`config.mk`:
```
export PLATFORM = sky130hd
export DESIGN_NAME = ucie_ctl_sb_pkt_serializer
export DESIGN_NICKNAME = d
export VERILOG_FILES = /design/src/rtl/ucie_ctl_sb_pkg.sv /design/src/rtl/ucie_ctl_sb_rr_arbiter.sv /design/src/rtl/ucie_ctl_sb_pkt_serializer.sv
export SDC_FILE = /design/constraint.sdc
export NUM_CORES = 1
export LEC_CHECK = 0
export ABC_AREA = 1
export BUFFER_PORTS_ARGS = -buffer_cell sky130_fd_sc_hd__buf_4
export CAP_MARGIN = 30
export CORE_UTILIZATION = 52
export DETAILED_ROUTE_END_ITERATION = 10
export PLACE_DENSITY = 0.78
export SYNTH_ARGS = -nofsm -noshare
export SYNTH_HDL_FRONTEND = slang
export SYNTH_SLANG_ARGS = --single-unit
```
`constraint.sdc`:
```
create_clock -name i_clk -period 4.9 [get_ports i_clk]
set_input_delay 0.245 -clock i_clk [delete_from_list [all_inputs] [get_ports i_clk]]
set_output_delay 0.245 -clock i_clk [all_outputs]
set_load 0.02 [all_outputs]
```
`src/rtl/ucie_ctl_sb_pkg.sv`:
```
// ---------------------------------------------------------------------------
// ucie_ctl_sb_pkg
// Shared definitions for the UCIe controller sideband transmit path:
//   - message field widths (opcode, msgcode, subcode, MsgInfo)
//   - default source / destination IDs
//   - serializer FSM state encoding
//   - header build and parity helper functions
// ---------------------------------------------------------------------------
package ucie_ctl_sb_pkg;

  localparam int OP_W   = 5;
  localparam int MSG_W  = 8;
  localparam int SUB_W  = 8;
  localparam int INFO_W = 16;

  localparam logic [2:0] SRCID_DEF = 3'b001;
  localparam logic [2:0] DSTID_DEF = 3'b101;

  typedef enum logic [1:0] {
    ST_IDLE = 2'd0,
    ST_HDR  = 2'd1,
    ST_DATA = 2'd2
  } sb_state_e;

  // Data parity is forced to zero on header-only packets even if the
  // requester leaves junk on its data bus.
  function automatic logic calc_dp(input logic [63:0] data, input logic has_data);
    return has_data & (^data);
  endfunction

  // Control parity covers all of phase0 and phase1 except the two parity bits.
  function automatic logic calc_cp(input logic [31:0] p0, input logic [29:0] p1_low);
    return ^{p0, p1_low};
  endfunction

  // Returns H = {phase1, phase0}.
  function automatic logic [63:0] build_header(
    input logic [2:0]        srcid,
    input logic [2:0]        dstid,
    input logic [OP_W-1:0]   opcode,
    input logic [MSG_W-1:0]  msgcode,
    input logic [SUB_W-1:0]  subcode,
    input logic [INFO_W-1:0] info,
    input logic [63:0]       data,
    input logic              has_data
  );
    logic [31:0] p0;
    logic [31:0] p1;
    p0     = {srcid, 7'b0, msgcode, 9'b0, opcode};
    p1     = {2'b00, 3'b000, dstid, info, subcode};
    p1[31] = calc_dp(data, has_data);
    p1[30] = calc_cp(p0, p1[29:0]);
    return {p1, p0};
  endfunction

endpackage

```
`src/rtl/ucie_ctl_sb_rr_arbiter.sv`:
```
// ---------------------------------------------------------------------------
// ucie_ctl_sb_rr_arbiter
// Combinational round-robin pick: the first requesting source at or after
// i_ptr, wrapping around to source 0.
//   i_req   : per-source request
//   i_ptr   : index with highest priority this cycle
//   o_grant : one-hot grant (zero when nothing requests)
//   o_idx   : encoded grant index (zero when nothing requests)
// ---------------------------------------------------------------------------
module ucie_ctl_sb_rr_arbiter #(
  parameter int NUM_SRC = 2,
  parameter int IDXW    = (NUM_SRC > 1) ? $clog2(NUM_SRC) : 1
) (
  input  logic [NUM_SRC-1:0] i_req,
  input  logic [IDXW-1:0]    i_ptr,
  output logic [NUM_SRC-1:0] o_grant,
  output logic [IDXW-1:0]    o_idx
);

  logic w_found;

  // Two passes avoid a modulo: sources at/after the pointer first, then the
  // wrapped-around sources below it.
  always_comb begin
    o_grant = '0;
    o_idx   = '0;
    w_found = 1'b0;
    for (int j = 0; j < NUM_SRC; j++) begin
      if (!w_found && i_req[j] && (j >= int'(i_ptr))) begin
        w_found    = 1'b1;
        o_grant[j] = 1'b1;
        o_idx      = IDXW'(j);
      end
    end
    for (int j = 0; j < NUM_SRC; j++) begin
      if (!w_found && i_req[j] && (j < int'(i_ptr))) begin
        w_found    = 1'b1;
        o_grant[j] = 1'b1;
        o_idx      = IDXW'(j);
      end
    end
  end

endmodule

```
`src/rtl/ucie_ctl_sb_pkt_serializer.sv`:
```
// ---------------------------------------------------------------------------
// ucie_ctl_sb_pkt_serializer
// Sideband packet builder/serializer. Arbitrates round-robin among NUM_SRC
// requesters, latches the winner, builds the 64-bit header with control and
// data parity, and streams header (and optional 64-bit payload) as
// PHASE_W-bit beats, low bits first.
//   i_clk, i_rst              : clock, async active-low reset
//   i_req_* / o_req_rdy       : per-source request, accept on vld & rdy
//   o_phase_data/vld/sop/eop  : beat stream toward the SB link
//   i_phase_rdy               : downstream accepts current beat
//   o_busy                    : packet in flight
//
// state   | meaning
// ST_IDLE | no packet in flight; arbitrate, accept one request
// ST_HDR  | streaming header beats
// ST_DATA | streaming payload beats
// ---------------------------------------------------------------------------
module ucie_ctl_sb_pkt_serializer
  import ucie_ctl_sb_pkg::*;
#(
  parameter int         PHASE_W = 32,
  parameter int         NUM_SRC = 2,
  parameter logic [2:0] SRCID   = SRCID_DEF,
  parameter logic [2:0] DSTID   = DSTID_DEF
) (
  input  logic                       i_clk,
  input  logic                       i_rst,
  input  logic [NUM_SRC-1:0]         i_req_vld,
  output logic [NUM_SRC-1:0]         o_req_rdy,
  input  logic [OP_W*NUM_SRC-1:0]    i_req_opcode,
  input  logic [MSG_W*NUM_SRC-1:0]   i_req_msgcode,
  input  logic [SUB_W*NUM_SRC-1:0]   i_req_subcode,
  input  logic [INFO_W*NUM_SRC-1:0]  i_req_info,
  input  logic [NUM_SRC-1:0]         i_req_has_data,
  input  logic [64*NUM_SRC-1:0]      i_req_data,
  output logic [PHASE_W-1:0]         o_phase_data,
  output logic                       o_phase_vld,
  input  logic                       i_phase_rdy,
  output logic                       o_phase_sop,
  output logic                       o_phase_eop,
  output logic                       o_busy
);

  localparam int B    = 64 / PHASE_W;
  localparam int BCW  = (B > 1) ? $clog2(B) : 1;
  localparam int IDXW = (NUM_SRC > 1) ? $clog2(NUM_SRC) : 1;
  localparam logic [BCW-1:0] LAST = BCW'(B - 1);

  if (!(PHASE_W == 16 || PHASE_W == 32 || PHASE_W == 64)) begin : g_bad_phase_w
    $error("ucie_ctl_sb_pkt_serializer: PHASE_W must be 16, 32 or 64");
  end
  if (NUM_SRC < 1 || NUM_SRC > 8) begin : g_bad_num_src
    $error("ucie_ctl_sb_pkt_serializer: NUM_SRC must be 1..8");
  end

  sb_state_e           r_state;
  logic [BCW-1:0]      r_beat_cnt;
  logic [IDXW-1:0]     r_rr_ptr;
  logic [63:0]         r_hdr;
  logic [63:0]         r_data;
  logic                r_has_data;
  logic [PHASE_W-1:0]  r_phase_data;
  logic                r_phase_vld;
  logic                r_phase_sop;
  logic                r_phase_eop;

  logic [NUM_SRC-1:0]  w_grant;
  logic [IDXW-1:0]     w_gidx;
  logic [IDXW-1:0]     w_next_ptr;
  logic                w_idle;
  logic                w_hs;
  logic                w_last;
  logic [BCW-1:0]      w_cnt_inc;
  logic [OP_W-1:0]     w_sel_opcode;
  logic [MSG_W-1:0]    w_sel_msgcode;
  logic [SUB_W-1:0]    w_sel_subcode;
  logic [INFO_W-1:0]   w_sel_info;
  logic                w_sel_has_data;
  logic [63:0]         w_sel_data;
  logic [63:0]         w_new_hdr;

  function automatic logic [PHASE_W-1:0] f_beat(input logic [63:0] word, input logic [BCW-1:0] k);
    return word[int'(k)*PHASE_W +: PHASE_W];
  endfunction

  ucie_ctl_sb_rr_arbiter #(
    .NUM_SRC (NUM_SRC),
    .IDXW    (IDXW)
  ) u_arb (
    .i_req   (i_req_vld),
    .i_ptr   (r_rr_ptr),
    .o_grant (w_grant),
    .o_idx   (w_gidx)
  );

  assign w_idle = (r_state == ST_IDLE);
  assign w_hs   = w_idle && (|i_req_vld);

  // Gated by reset so every output reads zero while i_rst is asserted.
  assign o_req_rdy = (w_idle && i_rst) ? w_grant : '0;

  assign w_next_ptr = (w_gidx == IDXW'(NUM_SRC - 1)) ? '0 : w_gidx + 1'b1;

  assign w_sel_opcode   = i_req_opcode  [int'(w_gidx)*OP_W   +: OP_W];
  assign w_sel_msgcode  = i_req_msgcode [int'(w_gidx)*MSG_W  +: MSG_W];
  assign w_sel_subcode  = i_req_subcode [int'(w_gidx)*SUB_W  +: SUB_W];
  assign w_sel_info     = i_req_info    [int'(w_gidx)*INFO_W +: INFO_W];
  assign w_sel_has_data = i_req_has_data[w_gidx];
  assign w_sel_data     = i_req_data    [int'(w_gidx)*64     +: 64];

  assign w_new_hdr = build_header(SRCID, DSTID, w_sel_opcode, w_sel_msgcode,
                                  w_sel_subcode, w_sel_info, w_sel_data,
                                  w_sel_has_data);

  assign w_last    = (r_beat_cnt == LAST);
  assign w_cnt_inc = r_beat_cnt + 1'b1;

  // Beat outputs are registered: each transition loads the beat that will be
  // presented next, so a stalled beat simply keeps its register contents.
  always_ff @(posedge i_clk or negedge i_rst) begin
    if (!i_rst) begin
      r_state      <= ST_IDLE;
      r_beat_cnt   <= '0;
      r_rr_ptr     <= '0;
      r_hdr        <= '0;
      r_data       <= '0;
      r_has_data   <= 1'b0;
      r_phase_data <= '0;
      r_phase_vld  <= 1'b0;
      r_phase_sop  <= 1'b0;
      r_phase_eop  <= 1'b0;
    end else begin
      case (r_state)
        ST_IDLE: begin
          if (w_hs) begin
            r_hdr        <= w_new_hdr;
            r_data       <= w_sel_data;
            r_has_data   <= w_sel_has_data;
            r_rr_ptr     <= w_next_ptr;
            r_beat_cnt   <= '0;
            r_state      <= ST_HDR;
            r_phase_vld  <= 1'b1;
            r_phase_data <= w_new_hdr[PHASE_W-1:0];
            r_phase_sop  <= 1'b1;
            r_phase_eop  <= (B == 1) && !w_sel_has_data;
          end
        end
        ST_HDR: begin
          if (i_phase_rdy) begin
            r_phase_sop <= 1'b0;
            if (w_last) begin
              r_beat_cnt <= '0;
              if (r_has_data) begin
                r_state      <= ST_DATA;
                r_phase_data <= r_data[PHASE_W-1:0];
                r_phase_eop  <= (B == 1);
              end else begin
                r_state      <= ST_IDLE;
                r_phase_vld  <= 1'b0;
                r_phase_data <= '0;
                r_phase_eop  <= 1'b0;
              end
            end else begin
              r_beat_cnt   <= w_cnt_inc;
              r_phase_data <= f_beat(r_hdr, w_cnt_inc);
              r_phase_eop  <= (w_cnt_inc == LAST) && !r_has_data;
            end
          end
        end
        ST_DATA: begin
          if (i_phase_rdy) begin
            r_phase_sop <= 1'b0;
            if (w_last) begin
              r_beat_cnt   <= '0;
              r_state      <= ST_IDLE;
              r_phase_vld  <= 1'b0;
              r_phase_data <= '0;
              r_phase_eop  <= 1'b0;
            end else begin
              r_beat_cnt   <= w_cnt_inc;
              r_phase_data <= f_beat(r_data, w_cnt_inc);
              r_phase_eop  <= (w_cnt_inc == LAST);
            end
          end
        end
        default: begin
          r_state      <= ST_IDLE;
          r_beat_cnt   <= '0;
          r_phase_vld  <= 1'b0;
          r_phase_data <= '0;
          r_phase_sop  <= 1'b0;
          r_phase_eop  <= 1'b0;
        end
      endcase
    end
  end

  assign o_phase_data = r_phase_data;
  assign o_phase_vld  = r_phase_vld;
  assign o_phase_sop  = r_phase_sop;
  assign o_phase_eop  = r_phase_eop;
  assign o_busy       = !w_idle;

endmodule

```
==> run summary <==
warning count from the yosys run: 0
Syn Inst Count: 1788
cell area after synthesis: 10200 um2
post-DP HPWL: 24.6 mm
GR met1 Demand/Resource: 43.3%
most congested layer reported by global routing: met2
buffer cell driving the clock tree root: sky130_fd_sc_hd__clkbuf_16
f_max: 264 MHz
Initial DRT Pass Iterations: 5
flops & latches, synth: 131
hold violation total from the final report: 0
critical path data arrival time: 4100 ps
data required time at the worst endpoint: 5220 ps
Starting DRT DRC Count: 1143
grt met3 use: 5.55%
number of max-capacitance violations reported: 0
Mean Syn Cell Area: 5.70 um2
dpl ws: 1200 ps
net count of the mapped netlist: 2001
FP Rows: 50
per-cell routed wire length: 14.3 um
fin crit share: 77.2%
Initial Util: 53.8%
Max Root-Sink Buffers: 2
clock sink total: 131
area of the die: 20200 um2
core area: 19000 um2
total gr overflow: 0
ANT nets after route: 0
total negative slack: 0 ps
capturing element type of the critical path: register
insertion delay of the later-clocked pin in the worst-skew pair: 430 ps
CP peak stage delay: 710 ps
family with the most delay on the worst path: simple AND/OR/NAND/NOR gates
Slew headroom: 34.6%
cell with the biggest individual delay on the critical path: sky130_fd_sc_hd__nand2_1
Crit Path Class: reg -> reg
CTS clk-pin slew, worst paths: 60 ps
Netlist cell types: 30
Filler cells: 1769
worst hold path class: in -> reg
Final nets: 2204
clock tree from TritonCTS: yes
antenna violations before repair: 2
Critical Path Most Common Cell: sky130_fd_sc_hd__nand2_1
Least-Margin Pin Slew: 978 ps
vertical die dimension: 142 um
Resize count post-CTS: 0
number of placed I/O pins: 247
Max Slew Vio Count: 0
Min Clock Period, post-route: 3780 ps
proportion of synthesized chip area in sequential cells: 32.1%
via total after detailed routing: 11750
port buffer count: 246
final design utilization: 68.3%
floorplan die width: 142 um
Critical Path, Cell by Cell: inv_1 -> nand2_1 -> nand2_4 -> buf_12 -> nand2_1 -> nand2_1 -> nand2_1 -> nand2_1 -> nand2_1 -> nand2_1 -> nand2_1 -> inv_1 -> nor2_1 -> nand2_1 -> nand2_1 -> nand2_1 -> nand2_1 -> nand2_1 -> nand3_1 -> nand2_1
number of instances in the placed design: 2231
worst setup skew after layout: 5.63 ps
via count of the first global-routing pass: 10383
startpoint class of the critical path: register
first-pass GRT wire length: 50.8 mm
Num CTS Buffers: 17
Final Instance Count excl. Fillers: 2265
H-tree lvl count: 4
slack of the critical path: 1120 ps
Final setup viols: 0
Tot GR Track Use: 32.3%
pin count of the biggest net entering global routing: 86
DRC violations left: 0
outcome: completed
Final Hold Slack: 115 ps
GPL Wtd Cong: 0.958
worst IR drop on VDD: 276 uV
static power due to leakage: 7.71 nW
vias per std cell: 5.19
buffers and inverters on the worst path: 3
area overhead of the layout relative to synthesis: 26.9%
RSZ-0062 raised after global routing: false
share of layout cells above drive strength 1: 15.5%
total power divided by cell area: 516 nW/um2
GR met2 Demand/Resource: 53.5%
critical-path maximum fanout: 64
Routed Wire Length: 32.3 mm
==> per-layer routing <==
layer	up-vias	wire [um]
li1	5934	-
met1	5278	14100
met2	483	15300
met3	53	2320
met4	2	637
met5	-	13
==> kinds of logic after synthesis <==
logic type	synth area share (%)
simple gates	40.4
buf+inv	11.5
compound gates	15.1
flops	32.1
xor+xnor	0.344
fa+ha+maj	0.491
==> state kept, by name (all words and copies together), names as in the netlist <==
| register | cells |
|---|---|
| o_phase_eop | 1 |
| r_state | 2 |
| r_has_data | 1 |
| r_beat_cnt | 1 |
| r_rr_ptr | 1 |
| r_data | 64 |
| o_phase_sop | 1 |
| r_hdr | 27 |
| o_phase_vld | 1 |
| o_phase_data | 32 |
==> cells in the mapped netlist (all sizes together) <==
library cell / instances / share of area [%]
nor3: 1 / 0.049
o22ai: 1 / 0.061
nor3b: 1 / 0.074
nand4: 1 / 0.061
xor2: 2 / 0.17
buf: 34 / 1.7
nand2: 941 / 35
a22oi: 9 / 0.66
o2111ai: 1 / 0.086
inv: 214 / 7.9
a221oi: 7 / 0.60
xnor2: 2 / 0.17
clkinv: 1 / 0.037
nand3b: 4 / 0.29
clkbuf: 52 / 1.9
nand3: 82 / 4.0
o21ai: 232 / 11
o21a: 2 / 0.15
or2: 3 / 0.18
a21oi: 18 / 0.88
dfrtp: 131 / 32
ha: 4 / 0.49
a31o: 1 / 0.086
nor2: 30 / 1.1
a22o: 11 / 0.94
o211ai: 3 / 0.22
==> worst paths after layout <==
check / cells after the start / startpoint / to / slack (ps)
worst max-delay path: 20 / r_rr_ptr / r_hdr[63] / 1120
worst min-delay path: 3 / i_req_has_data[0] / r_has_data / 120
worst max register to register: 20 / r_rr_ptr / r_hdr[63] / 1120
worst min register to register: 1 / r_hdr[58] / r_hdr[58] / 470
max in group asynchronous: 4 / i_rst / r_data[43] / 3340
min in group asynchronous: 2 / i_rst / o_phase_data[1] / 420
==> area by class of cell <==
class,instances,area [um2],share of cell area (%)
Timing Repair Buffer,270,2090,16.1
Antenna cell,1,2.50,0.0193
Sequential cell,131,3280,25.3
Inverter,215,807,6.23
Multi-Input combinational cell,1356,5780,44.7
Clock buffer,20,457,3.53
Clock inverter,12,204,1.58
Tap cell,260,325,2.51
==> cell usage in the layout (no fill, tap or decap), types with 11 or more instances in the layout <==
| cell | count |
|---|---|
| sky130_fd_sc_hd__buf_4 | 265 |
| sky130_fd_sc_hd__o21ai_0 | 222 |
| sky130_fd_sc_hd__dfrtp_1 | 131 |
| sky130_fd_sc_hd__inv_1 | 214 |
| sky130_fd_sc_hd__a21oi_1 | 17 |
| sky130_fd_sc_hd__nor2_1 | 29 |
| sky130_fd_sc_hd__a22o_1 | 11 |
| sky130_fd_sc_hd__nand3_1 | 82 |
| sky130_fd_sc_hd__nand2_1 | 939 |
| sky130_fd_sc_hd__clkbuf_16 | 17 |
==> what timing repair did <==
action / in CTS / in global routing
hold buffers: 1 / 0
hold endpoints to repair: 50 / 0
setup buffers: 0 / 0
setup endpoints to repair: 0 / 0
==> stage by stage <==
step	power (W)	instance area (um2)
6_report	0.00668	12900
2_1_floorplan	0.00407	10200
4_1_cts	0.00663	12900
3_5_place_dp	0.00518	12300
5_1_grt	0.00718	12900
3_3_place_gp	0.00508	12200
==> worst min-delay path: cells and delay by family <==
family,cells,cell delay (ps)
buffers and inverters,1,80
AND/OR/NAND/NOR,1,50
AO/OA/AOI/OAI,1,120
==> where the power goes <==
group          internal (W)  leakage (nW)  switching [W]
Combinational       0.00113          5.76        0.00221
Clock              0.000930         0.312       0.000492
Sequential          0.00159          1.63       0.000327
Note: power is estimated with default switching activity, not from simulation.
